<file path="config.mk">
export PLATFORM = sky130hd
export DESIGN_NAME = imem_loader
export DESIGN_NICKNAME = d
export VERILOG_FILES = /design/src/rtl/cpu_boot_pkg.sv /design/src/rtl/byte_to_word_assembler.sv /design/src/rtl/imem_loader.sv
export SDC_FILE = /design/constraint.sdc
export NUM_CORES = 1
export LEC_CHECK = 0
export CORE_MARGIN = 2
export CORE_UTILIZATION = 55
export CTS_CLUSTER_DIAMETER = 50
export DETAILED_ROUTE_END_ITERATION = 12
export DONT_BUFFER_PORTS = 1
export PLACE_DENSITY = 0.72
export SYNTH_ARGS = -nofsm -noshare
export SYNTH_HDL_FRONTEND = slang
export SYNTH_SLANG_ARGS = --single-unit
</file>
<file path="constraint.sdc">
create_clock -name clk_i -period 2.4 [get_ports clk_i]
set_input_delay 0.48 -clock clk_i [delete_from_list [all_inputs] [get_ports clk_i]]
set_output_delay 0.48 -clock clk_i [all_outputs]
set_load 0.05 [all_outputs]
</file>
<file path="src/rtl/cpu_boot_pkg.sv">
// Shared types, sizes and byte-lane helper for the CPU boot-load path.
package cpu_boot_pkg;

  localparam int IMEM_DEPTH = 256;
  localparam int IMEM_AW    = 8;
  localparam int DMEM_BYTES = 32;
  localparam int DMEM_AW    = 5;

  localparam logic [IMEM_AW-1:0] CLR_LAST  = IMEM_AW'(IMEM_DEPTH - 1);
  localparam logic [IMEM_AW-1:0] DMEM_END  = IMEM_AW'(DMEM_BYTES);
  localparam logic [1:0]         LAST_LANE = 2'd3;

  typedef enum logic [2:0] {
    CLR  = 3'd0,
    HDR  = 3'd1,
    WORD = 3'd2,
    NVAL = 3'd3,
    RUN  = 3'd4,
    ERR  = 3'd5
  } state_e;

  // Little-endian placement: lane 0 lands in bits [7:0], lane 3 in [31:24].
  function automatic logic [31:0] lane_insert(input logic [31:0] word,
                                              input logic [1:0]  lane,
                                              input logic [7:0]  data);
    logic [31:0] res;
    res = word;
    res[{lane, 3'b000} +: 8] = data;
    return res;
  endfunction

endpackage

</file>
<file path="src/rtl/byte_to_word_assembler.sv">
// Packs a byte stream into 32-bit little-endian words with a one-cycle valid pulse.
module byte_to_word_assembler
  import cpu_boot_pkg::*;
(
  input  logic        clk_i,
  input  logic        rst_i,
  input  logic        en_i,
  input  logic [7:0]  byte_i,
  output logic        last_lane_o,
  output logic [31:0] word_o,
  output logic        word_valid_o
);

  logic [1:0]  lane_r;
  logic [31:0] part_r;
  logic [31:0] word_r;
  logic        valid_r;

  // Accumulate lanes; the finished word and its valid pulse are registered together.
  always_ff @(posedge clk_i) begin
    if (!rst_i) begin
      lane_r  <= 2'd0;
      part_r  <= 32'h0000_0000;
      word_r  <= 32'h0000_0000;
      valid_r <= 1'b0;
    end else begin
      valid_r <= 1'b0;
      if (en_i) begin
        if (lane_r == LAST_LANE) begin
          word_r  <= lane_insert(part_r, lane_r, byte_i);
          valid_r <= 1'b1;
          part_r  <= 32'h0000_0000;
          lane_r  <= 2'd0;
        end else begin
          part_r <= lane_insert(part_r, lane_r, byte_i);
          lane_r <= lane_r + 2'd1;
        end
      end
    end
  end

  assign last_lane_o  = (lane_r == LAST_LANE);
  assign word_o       = word_r;
  assign word_valid_o = valid_r;

endmodule

</file>
<file path="src/rtl/imem_loader.sv">
// Boot loader: clears imem/dmem, loads program words and operand n, then releases the CPU.
module imem_loader
  import cpu_boot_pkg::*;
(
  input  logic               clk_i,
  input  logic               rst_i,
  input  logic               byte_valid_i,
  input  logic [7:0]         byte_data_i,
  output logic               byte_ready_o,
  output logic               imem_we_o,
  output logic [IMEM_AW-1:0] imem_addr_o,
  output logic [31:0]        imem_data_o,
  output logic               dmem_we_o,
  output logic [DMEM_AW-1:0] dmem_addr_o,
  output logic [7:0]         dmem_data_o,
  output logic               cpu_rst_o,
  output logic               cpu_start_o,
  output logic               busy_o,
  output logic               err_o
);

  state_e             state_r;
  logic [IMEM_AW-1:0] cnt_r;
  logic [IMEM_AW-1:0] idx_r;
  logic [7:0]         n_r;
  logic               imem_we_r;
  logic [IMEM_AW-1:0] imem_addr_r;
  logic               dmem_we_r;
  logic [DMEM_AW-1:0] dmem_addr_r;
  logic [7:0]         dmem_data_r;
  logic               ready_r;
  logic               busy_r;
  logic               err_r;
  logic               cpu_rst_r;
  logic               cpu_start_r;

  logic               accept_s;
  logic               last_lane_s;
  logic [31:0]        word_s;
  logic               word_valid_s;

  assign accept_s = byte_valid_i & ready_r;

  byte_to_word_assembler u_asm (
    .clk_i        (clk_i),
    .rst_i        (rst_i),
    .en_i         (accept_s & (state_r == WORD)),
    .byte_i       (byte_data_i),
    .last_lane_o  (last_lane_s),
    .word_o       (word_s),
    .word_valid_o (word_valid_s)
  );

  // Load sequencer; every handshake and strobe output is a register set here.
  always_ff @(posedge clk_i) begin
    if (!rst_i) begin
      state_r     <= CLR;
      cnt_r       <= {IMEM_AW{1'b0}};
      idx_r       <= {IMEM_AW{1'b0}};
      n_r         <= 8'd0;
      imem_we_r   <= 1'b0;
      imem_addr_r <= {IMEM_AW{1'b0}};
      dmem_we_r   <= 1'b0;
      dmem_addr_r <= {DMEM_AW{1'b0}};
      dmem_data_r <= 8'd0;
      ready_r     <= 1'b0;
      busy_r      <= 1'b1;
      err_r       <= 1'b0;
      cpu_rst_r   <= 1'b0;
      cpu_start_r <= 1'b0;
    end else begin
      imem_we_r <= 1'b0;
      dmem_we_r <= 1'b0;
      case (state_r)
        CLR: begin
          imem_we_r   <= 1'b1;
          imem_addr_r <= cnt_r;
          if (cnt_r < DMEM_END) begin
            dmem_we_r   <= 1'b1;
            dmem_addr_r <= cnt_r[DMEM_AW-1:0];
            dmem_data_r <= 8'd0;
          end
          if (cnt_r == CLR_LAST) begin
            state_r <= HDR;
            ready_r <= 1'b1;
          end else begin
            cnt_r <= cnt_r + {{(IMEM_AW-1){1'b0}}, 1'b1};
          end
        end
        HDR: begin
          if (accept_s) begin
            if (byte_data_i == 8'd0) begin
              state_r <= ERR;
              err_r   <= 1'b1;
              ready_r <= 1'b0;
              busy_r  <= 1'b0;
            end else begin
              n_r     <= byte_data_i;
              idx_r   <= {IMEM_AW{1'b0}};
              state_r <= WORD;
            end
          end
        end
        WORD: begin
          // The assembler presents the word one cycle later; latch its address now.
          if (accept_s && last_lane_s) begin
            imem_addr_r <= idx_r;
            if (idx_r == IMEM_AW'(n_r - 8'd1)) begin
              state_r <= NVAL;
            end else begin
              idx_r <= idx_r + {{(IMEM_AW-1){1'b0}}, 1'b1};
            end
          end
        end
        NVAL: begin
          if (accept_s) begin
            dmem_we_r   <= 1'b1;
            dmem_addr_r <= {DMEM_AW{1'b0}};
            dmem_data_r <= byte_data_i;
            state_r     <= RUN;
            ready_r     <= 1'b0;
            busy_r      <= 1'b0;
          end
        end
        RUN: begin
          cpu_rst_r   <= 1'b1;
          cpu_start_r <= 1'b1;
        end
        ERR: begin
          err_r       <= 1'b1;
          ready_r     <= 1'b0;
          busy_r      <= 1'b0;
          cpu_rst_r   <= 1'b0;
          cpu_start_r <= 1'b0;
        end
        default: begin
          state_r     <= ERR;
          err_r       <= 1'b1;
          ready_r     <= 1'b0;
          busy_r      <= 1'b0;
          cpu_rst_r   <= 1'b0;
          cpu_start_r <= 1'b0;
        end
      endcase
    end
  end

  // Merge the clear-phase strobe with the assembler's registered word pulse.
  always_comb begin
    imem_we_o   = imem_we_r | word_valid_s;
    imem_addr_o = imem_addr_r;
    if (word_valid_s) begin
      imem_data_o = word_s;
    end else begin
      imem_data_o = 32'h0000_0000;
    end
  end

  assign byte_ready_o = ready_r;
  assign dmem_we_o    = dmem_we_r;
  assign dmem_addr_o  = dmem_addr_r;
  assign dmem_data_o  = dmem_data_r;
  assign cpu_rst_o    = cpu_rst_r;
  assign cpu_start_o  = cpu_start_r;
  assign busy_o       = busy_r;
  assign err_o        = err_r;

endmodule

</file>
# [Word-level counts from Yosys, hierarchy flattened]
# Index checks and enable logic that the tools add are counted.
[word_totals] regBits=121 latchBits=0 mem_bits_rw=0 rom_bits=0 in_bits=11 wordCells=112 mem_count=0
[op_classes] addsub=5 multipliers=0 div_mod_pow=0 order_cmp=1 n_eq_ne=17 shift=2 muxes=39 bitwise=9 n_reduce_logical=22
[op_table] op="2-to-1 mux 32 bit" count=2
[op_table] op="2-to-1 mux 8 bit" count=7
[op_table] op="case mux 8 bit (2 select lines)" count=3
[op_table] op="bitwise mux 32 bit" count=1
[op_table] op="variable shift 8 x 7 -> 32 bit, first input constant" count=1
[op_table] op="variable part select 8 x 7 -> 32 bit" count=1
[op_table] op="2-to-1 mux 3 bit" count=6
[op_table] op="adder 8 x 1 -> 8 bit, second input constant" count=2
[op_table] op="case mux 3 bit (5 select lines)" count=1
[op_table] op="!= test 2 bit, second input constant" count=7
[op_table] op="2-to-1 mux 1 bit" count=10
[op_table] op="2-to-1 mux 5 bit" count=2
[op_table] op="case mux 5 bit (2 select lines)" count=1
[op_table] op="AND reduction 5 bit" count=2
[op_table] op="AND reduction 3 bit" count=3
[op_table] op="equality test 8 bit" count=1
[op_table] op="equality test 8 bit, second input constant" count=1
[op_table] op="logical NOT 8 bit" count=1
[op_table] op="< comparator 8 x 6 -> 1 bit, second input constant" count=1
[op_table] op="AND reduction 2 bit" count=4
[op_table] op="OR reduction 4 bit" count=2
[op_table] op="subtractor 8 x 1 -> 8 bit, second input constant" count=1
[op_table] op="negator 5 -> 7 bit" count=1
[op_table] op="equality test 3 x 2 -> 1 bit, second input constant" count=2
[op_table] op="19 further kinds" count=32

# [Longest topological paths before layout]
[logic_depth] ltp_word=5 depth_mapped=8 mapped_depth_nobuf=8

# [Modules after synthesis]
# Synthesis repeated with hierarchy kept, for this count alone.
[unflattened] hier_cells=634 hier_area_um2=5769.3
[modules_own_cells] mod="imem_loader" n_inst=1 cells_each=332 area_each_um2=3005.4 seq_area_each_um2=1081.0
[modules_own_cells] mod="byte_to_word_assembler" n_inst=1 cells_each=302 area_each_um2=2763.9 seq_area_each_um2=1341.3

# [Worst setup path after synthesis]
# No wires, ideal clock.
[synth_path] path_type="reg-to-reg" from="register ready_r, in the netlist byte_ready_o" to="register idx_r[6]" t_arrival_ps=2206 t_required_ps=2328 slack_ps=122 stages_incl_launch_ff=7 n_path_buf=1 cell_sequence="dfxtp_1 > nand3_1 > nor3b_4 > nor2_1 > buf_2 > a2111oi_2 > mux2i_1"
[synth_via] elab_chain_len=4
[synth_lines] element="start: declaration" line_no="imem_loader.sv:31" rtl="logic ready_r;"
[synth_lines] element="start signal: assignment" line_no="imem_loader.sv:66" rtl="ready_r <= 1'b0;"
[synth_lines] element="start signal: assignment" line_no="imem_loader.sv:85" rtl="ready_r <= 1'b1;"
[synth_lines] element="start signal: assignment" line_no="imem_loader.sv:95" rtl="ready_r <= 1'b0;"
[synth_lines] element="AND 1 bit (*)" line_no="imem_loader.sv:42" rtl="assign accept_s = byte_valid_i & ready_r;"
[synth_lines] element="logical AND 1 bit" line_no="imem_loader.sv:106" rtl="if (accept_s && last_lane_s) begin"
[synth_lines] element="!= test 2 x 1 -> 1 bit (no line)"
[synth_lines] element="AND reduction 5 bit (no line) (*)"
[synth_lines] element="end signal: assignment" line_no="imem_loader.sv:59" rtl="idx_r <= {IMEM_AW{1'b0}};"
[synth_lines] element="end signal: assignment" line_no="imem_loader.sv:99" rtl="idx_r <= {IMEM_AW{1'b0}};"
[synth_lines] element="end signal: assignment" line_no="imem_loader.sv:111" rtl="idx_r <= idx_r + {{(IMEM_AW-1){1'b0}}, 1'b1};"
[synth_lines] element="end: declaration" line_no="imem_loader.sv:24" rtl="logic [IMEM_AW-1:0] idx_r;"
# Every way passes the cells marked *; elsewhere a longest branch is shown, timed or not.
# A chain may end at the register's enable or synchronous reset.

# [Worst setup path in the final report]
[layout_path] from="register n_r[0]" to="register idx_r[3]"
[layout_via] elab_chain_len=4
[layout_lines] element="start: declaration" line_no="imem_loader.sv:25" rtl="logic [7:0] n_r;"
[layout_lines] element="start signal: assignment" line_no="imem_loader.sv:98" rtl="n_r <= byte_data_i;"
[layout_lines] element="subtractor 8 x 1 -> 8 bit" line_no="imem_loader.sv:108" rtl="if (idx_r == IMEM_AW'(n_r - 8'd1)) begin"
[layout_lines] element="equality test 8 bit" line_no="imem_loader.sv:108"
[layout_lines] element="!= test 2 bit (no line)"
[layout_lines] element="AND reduction 5 bit (no line)"
# Every way passes these cells.

==> metrics.txt <==
maximum number of pins on one net before global-route repair=120; cts-stage hold buffer count=0; via count of the first global-routing pass=4,524; fraction of registers with async set/reset=0%; Worst IR Drop VDD=0.0007310 V; power share of the sequential group=44.5%; library cell with the highest instance count after synthesis=dfxtp_1; total of fill cells in the finished design=889; Synth Net Count=684; ratio of cells with drive above 1 in the final layout=12.21%; number of non-filler instances in the completed layout=816; utilization of the core after routing=64.74%; Post-Route WL=13.59 mm; Leak=0.002904 uW; count of state elements after synthesis=121; Initial Utilization=56.40%; number of antenna violations at the first check in global routing=0; crit-path max cell delay=0.46 ns; cell depth of the worst hold path=1; RSZ-0062 raised after global routing=false; achievable clock frequency=445.5 MHz; die height=106.7 um; DRC errors left=0; die extent in x=106.7 um; Internal=3654 uW; clk buf depth=2; required time of the critical path=2.87 ns; Final setup violation count=0; HPWL reported at the end of detailed placement=8.708 mm; num ports=71; core area=10,280 sq um; synthesized instance count=664; routed via count divided by cell count=5.723; portion of synthesized cell area occupied by the leading cell type=41.79%; Tightest Pin Transition=0.9308 ns; number of input and output port buffers inserted=0; Avg Inst Size Synth=8.730 sq um; first-pass iteration count of the detailed router=5; depth of the worst register-to-register path=9; instance count on the critical path=9; cells along the critical path=inv_1, ha_2, or2b_1, a21o_1, a31oi_4, nor4_2, buf_4, or4_1, a21oi_1; final critical-path share of the clock period=93.53%; max-slew violation total from the final report=0; placed instance count=779; count of yosys warnings during synthesis=0; final hold violation count=0; clock insertion delay at the later pin of the skew report=0.53 ns; Seq/Total Area, Yosys=41.79%; Synth top cells by count=dfxtp_1 (121), nand2_1 (90), and2_1 (74), nor2b_1 (60), a21oi_1 (44); final instance area=6654 sq um; detailed-route wire length per cell=16.65 um; shortest clock period the worst path allows after layout=2.245 ns; count of cell types in the netlist=59; cell area after technology mapping=5797 sq um; Post-Place Cell Area=5964 sq um; status=completed; Slowest-stage cell, CP=or4_1; global-route congestion overflow total=0; switching portion of total power=21.05%; pwr/cell area=695.5 nW/um^2; Post-synth EDFFs=0; Core Rows=37; number of buffers created by CTS=17; worst setup path category=reg2reg; Maximum Capacitance Violations=0; leading cell types by total area after synthesis=dfxtp_1 (42%), and2_1 (8.0%), o211a_1 (6.9%); DRT antenna net count=0; first-pass GRT wire length=22.09 mm; path category of the worst min-delay check=in2reg; element type at the critical path end=flip-flop; Most used DFF post-synth=dfxtp_1; master cell of the clock root buffer=clkbuf_8; total negative setup slack=0 ns; Psw=974.1 uW; antenna cells=0; dominant cell type by area after synthesis=dfxtp_1; peak fanout along the critical path=7; Initial DRC Count=321; post-layout net count=687; logic gate share of total power=1.2%; clock share of power=54.3%; area overhead of the layout relative to synthesis=14.79%; weighted congestion at the end of routability-driven global placement=0.8659; Die Outline Area=11,380 sq um; Critical Path Start Type=flip-flop; kind of cell adding the most delay to the critical path=simple AND/OR/NAND/NOR gates; TritonCTS clock tree=yes; vias post-DR=4,670; number of clock sinks seen by CTS=121; remaining max-slew budget at the tightest pin=37.71%; H-tree levels=4; worst clock skew=0.006377 ns; combined buffer and inverter count along the critical path=2; WP data arrival=2.71 ns; GR Util All Layers=24.57%; Clock Pin Slew Worst Setup and Hold Paths=0.06 ns
## flip-flops by register name, summed over array words and instances (netlist names), 2 cells and up
| name | flops |
|---|---|
| cnt_r | 8 |
| u_asm.lane_r | 2 |
| dmem_addr_o | 5 |
| idx_r | 8 |
| imem_addr_o | 8 |
| u_asm.part_r | 32 |
| u_asm.word_o | 32 |
| dmem_data_o | 8 |
| state_r | 3 |
| n_r | 8 |
## power groups by stage
| stage | combinational, uW | clock [uW] | sequential, uW |
|---|---|---|---|
| final | 57.7 | 2510 | 2060 |
| after global routing | 64.1 | 2630 | 2060 |
| after CTS | 58.3 | 2540 | 2060 |
| after detailed placement | 57.8 | 0 | 2100 |
| after global placement | 56.6 | 0 | 2100 |
| after floorplan | 65.9 | 0 | 2100 |
## cell families after synthesis
family | count (synthesis) | synth area share, %
buffers and inverters | 52 | 3.561
flip-flops | 121 | 41.79
XOR/XNOR | 15 | 2.396
AND/OR/NAND/NOR | 287 | 27.41
multiplexers | 19 | 3.281
AO/OA/AOI/OAI | 161 | 19.62
adder cells (fa/ha/maj) | 9 | 1.943
## per-stage QoR
stage	total power [uW]	setup slack, ns	hold slack [ns]
floorplan	2168	0.1220	0.4642
global placement	2158	0.04685	0.4756
detailed placement	2160	-0.004174	0.4779
CTS	4655	0.01031	0.005238
global route	4753	0.008909	0.02785
finish	4628	0.1554	0.03987
## final timing paths
path / endpoint / startpoint / slack (ns)
worst max-delay path: idx_r[3] / n_r[0] / 0.16
worst min register to register: u_asm.word_o[4] / u_asm.word_o[4] / 0.49
worst min-delay path: busy_o / rst_i / 0.04
worst max register to register: idx_r[3] / n_r[0] / 0.16
## routing by layer
metal	share of wire, %	GRT usage, %
met3	4.8	6.748
met5	0	0
met1	45	30.28
met2	48	40.58
met4	2.3	10.11
## cell type report
cell class	instances	area (sq um)	area share [%]
clock buffers	20	435.4	6.544
repair buffers	28	210.2	3.159
flip-flops and latches	121	2424	36.42
well taps	136	170.2	2.557
multi-input cells	491	3234	48.61
inverters	8	30.03	0.4513
clock inverters	12	150.1	2.256
## repair_timing
item	in CTS	in global routing
gates cloned	0	0
buffers inserted	0	5
pin swaps	0	1
resized for setup	1	9
endpoints found under the setup margin	1	41
## layout by cell type, fill, tap and decap left out, types with 4 or more instances in the layout
cell / Yosys / routed
a21oi_1: 44 / 44
a22oi_1: 13 / 13
and2_1: 74 / 74
buf_4: 1 / 28
clkbuf_16: 0 / 16
clkinv_2: 0 / 4
dfxtp_1: 121 / 120
ha_1: 9 / 8
inv_1: 8 / 8
mux2i_1: 19 / 19
nand2_1: 90 / 90
nand2b_1: 4 / 4
nand3_1: 7 / 7
nand4_1: 6 / 6
nor2_1: 14 / 14
nor2b_1: 60 / 60
nor3_1: 8 / 6
o211a_1: 40 / 40
o211ai_1: 4 / 4
o21ai_0: 38 / 38
or2_2: 5 / 5
xnor2_1: 10 / 10
xor2_1: 4 / 4
(Power assumes the default switching activity.)
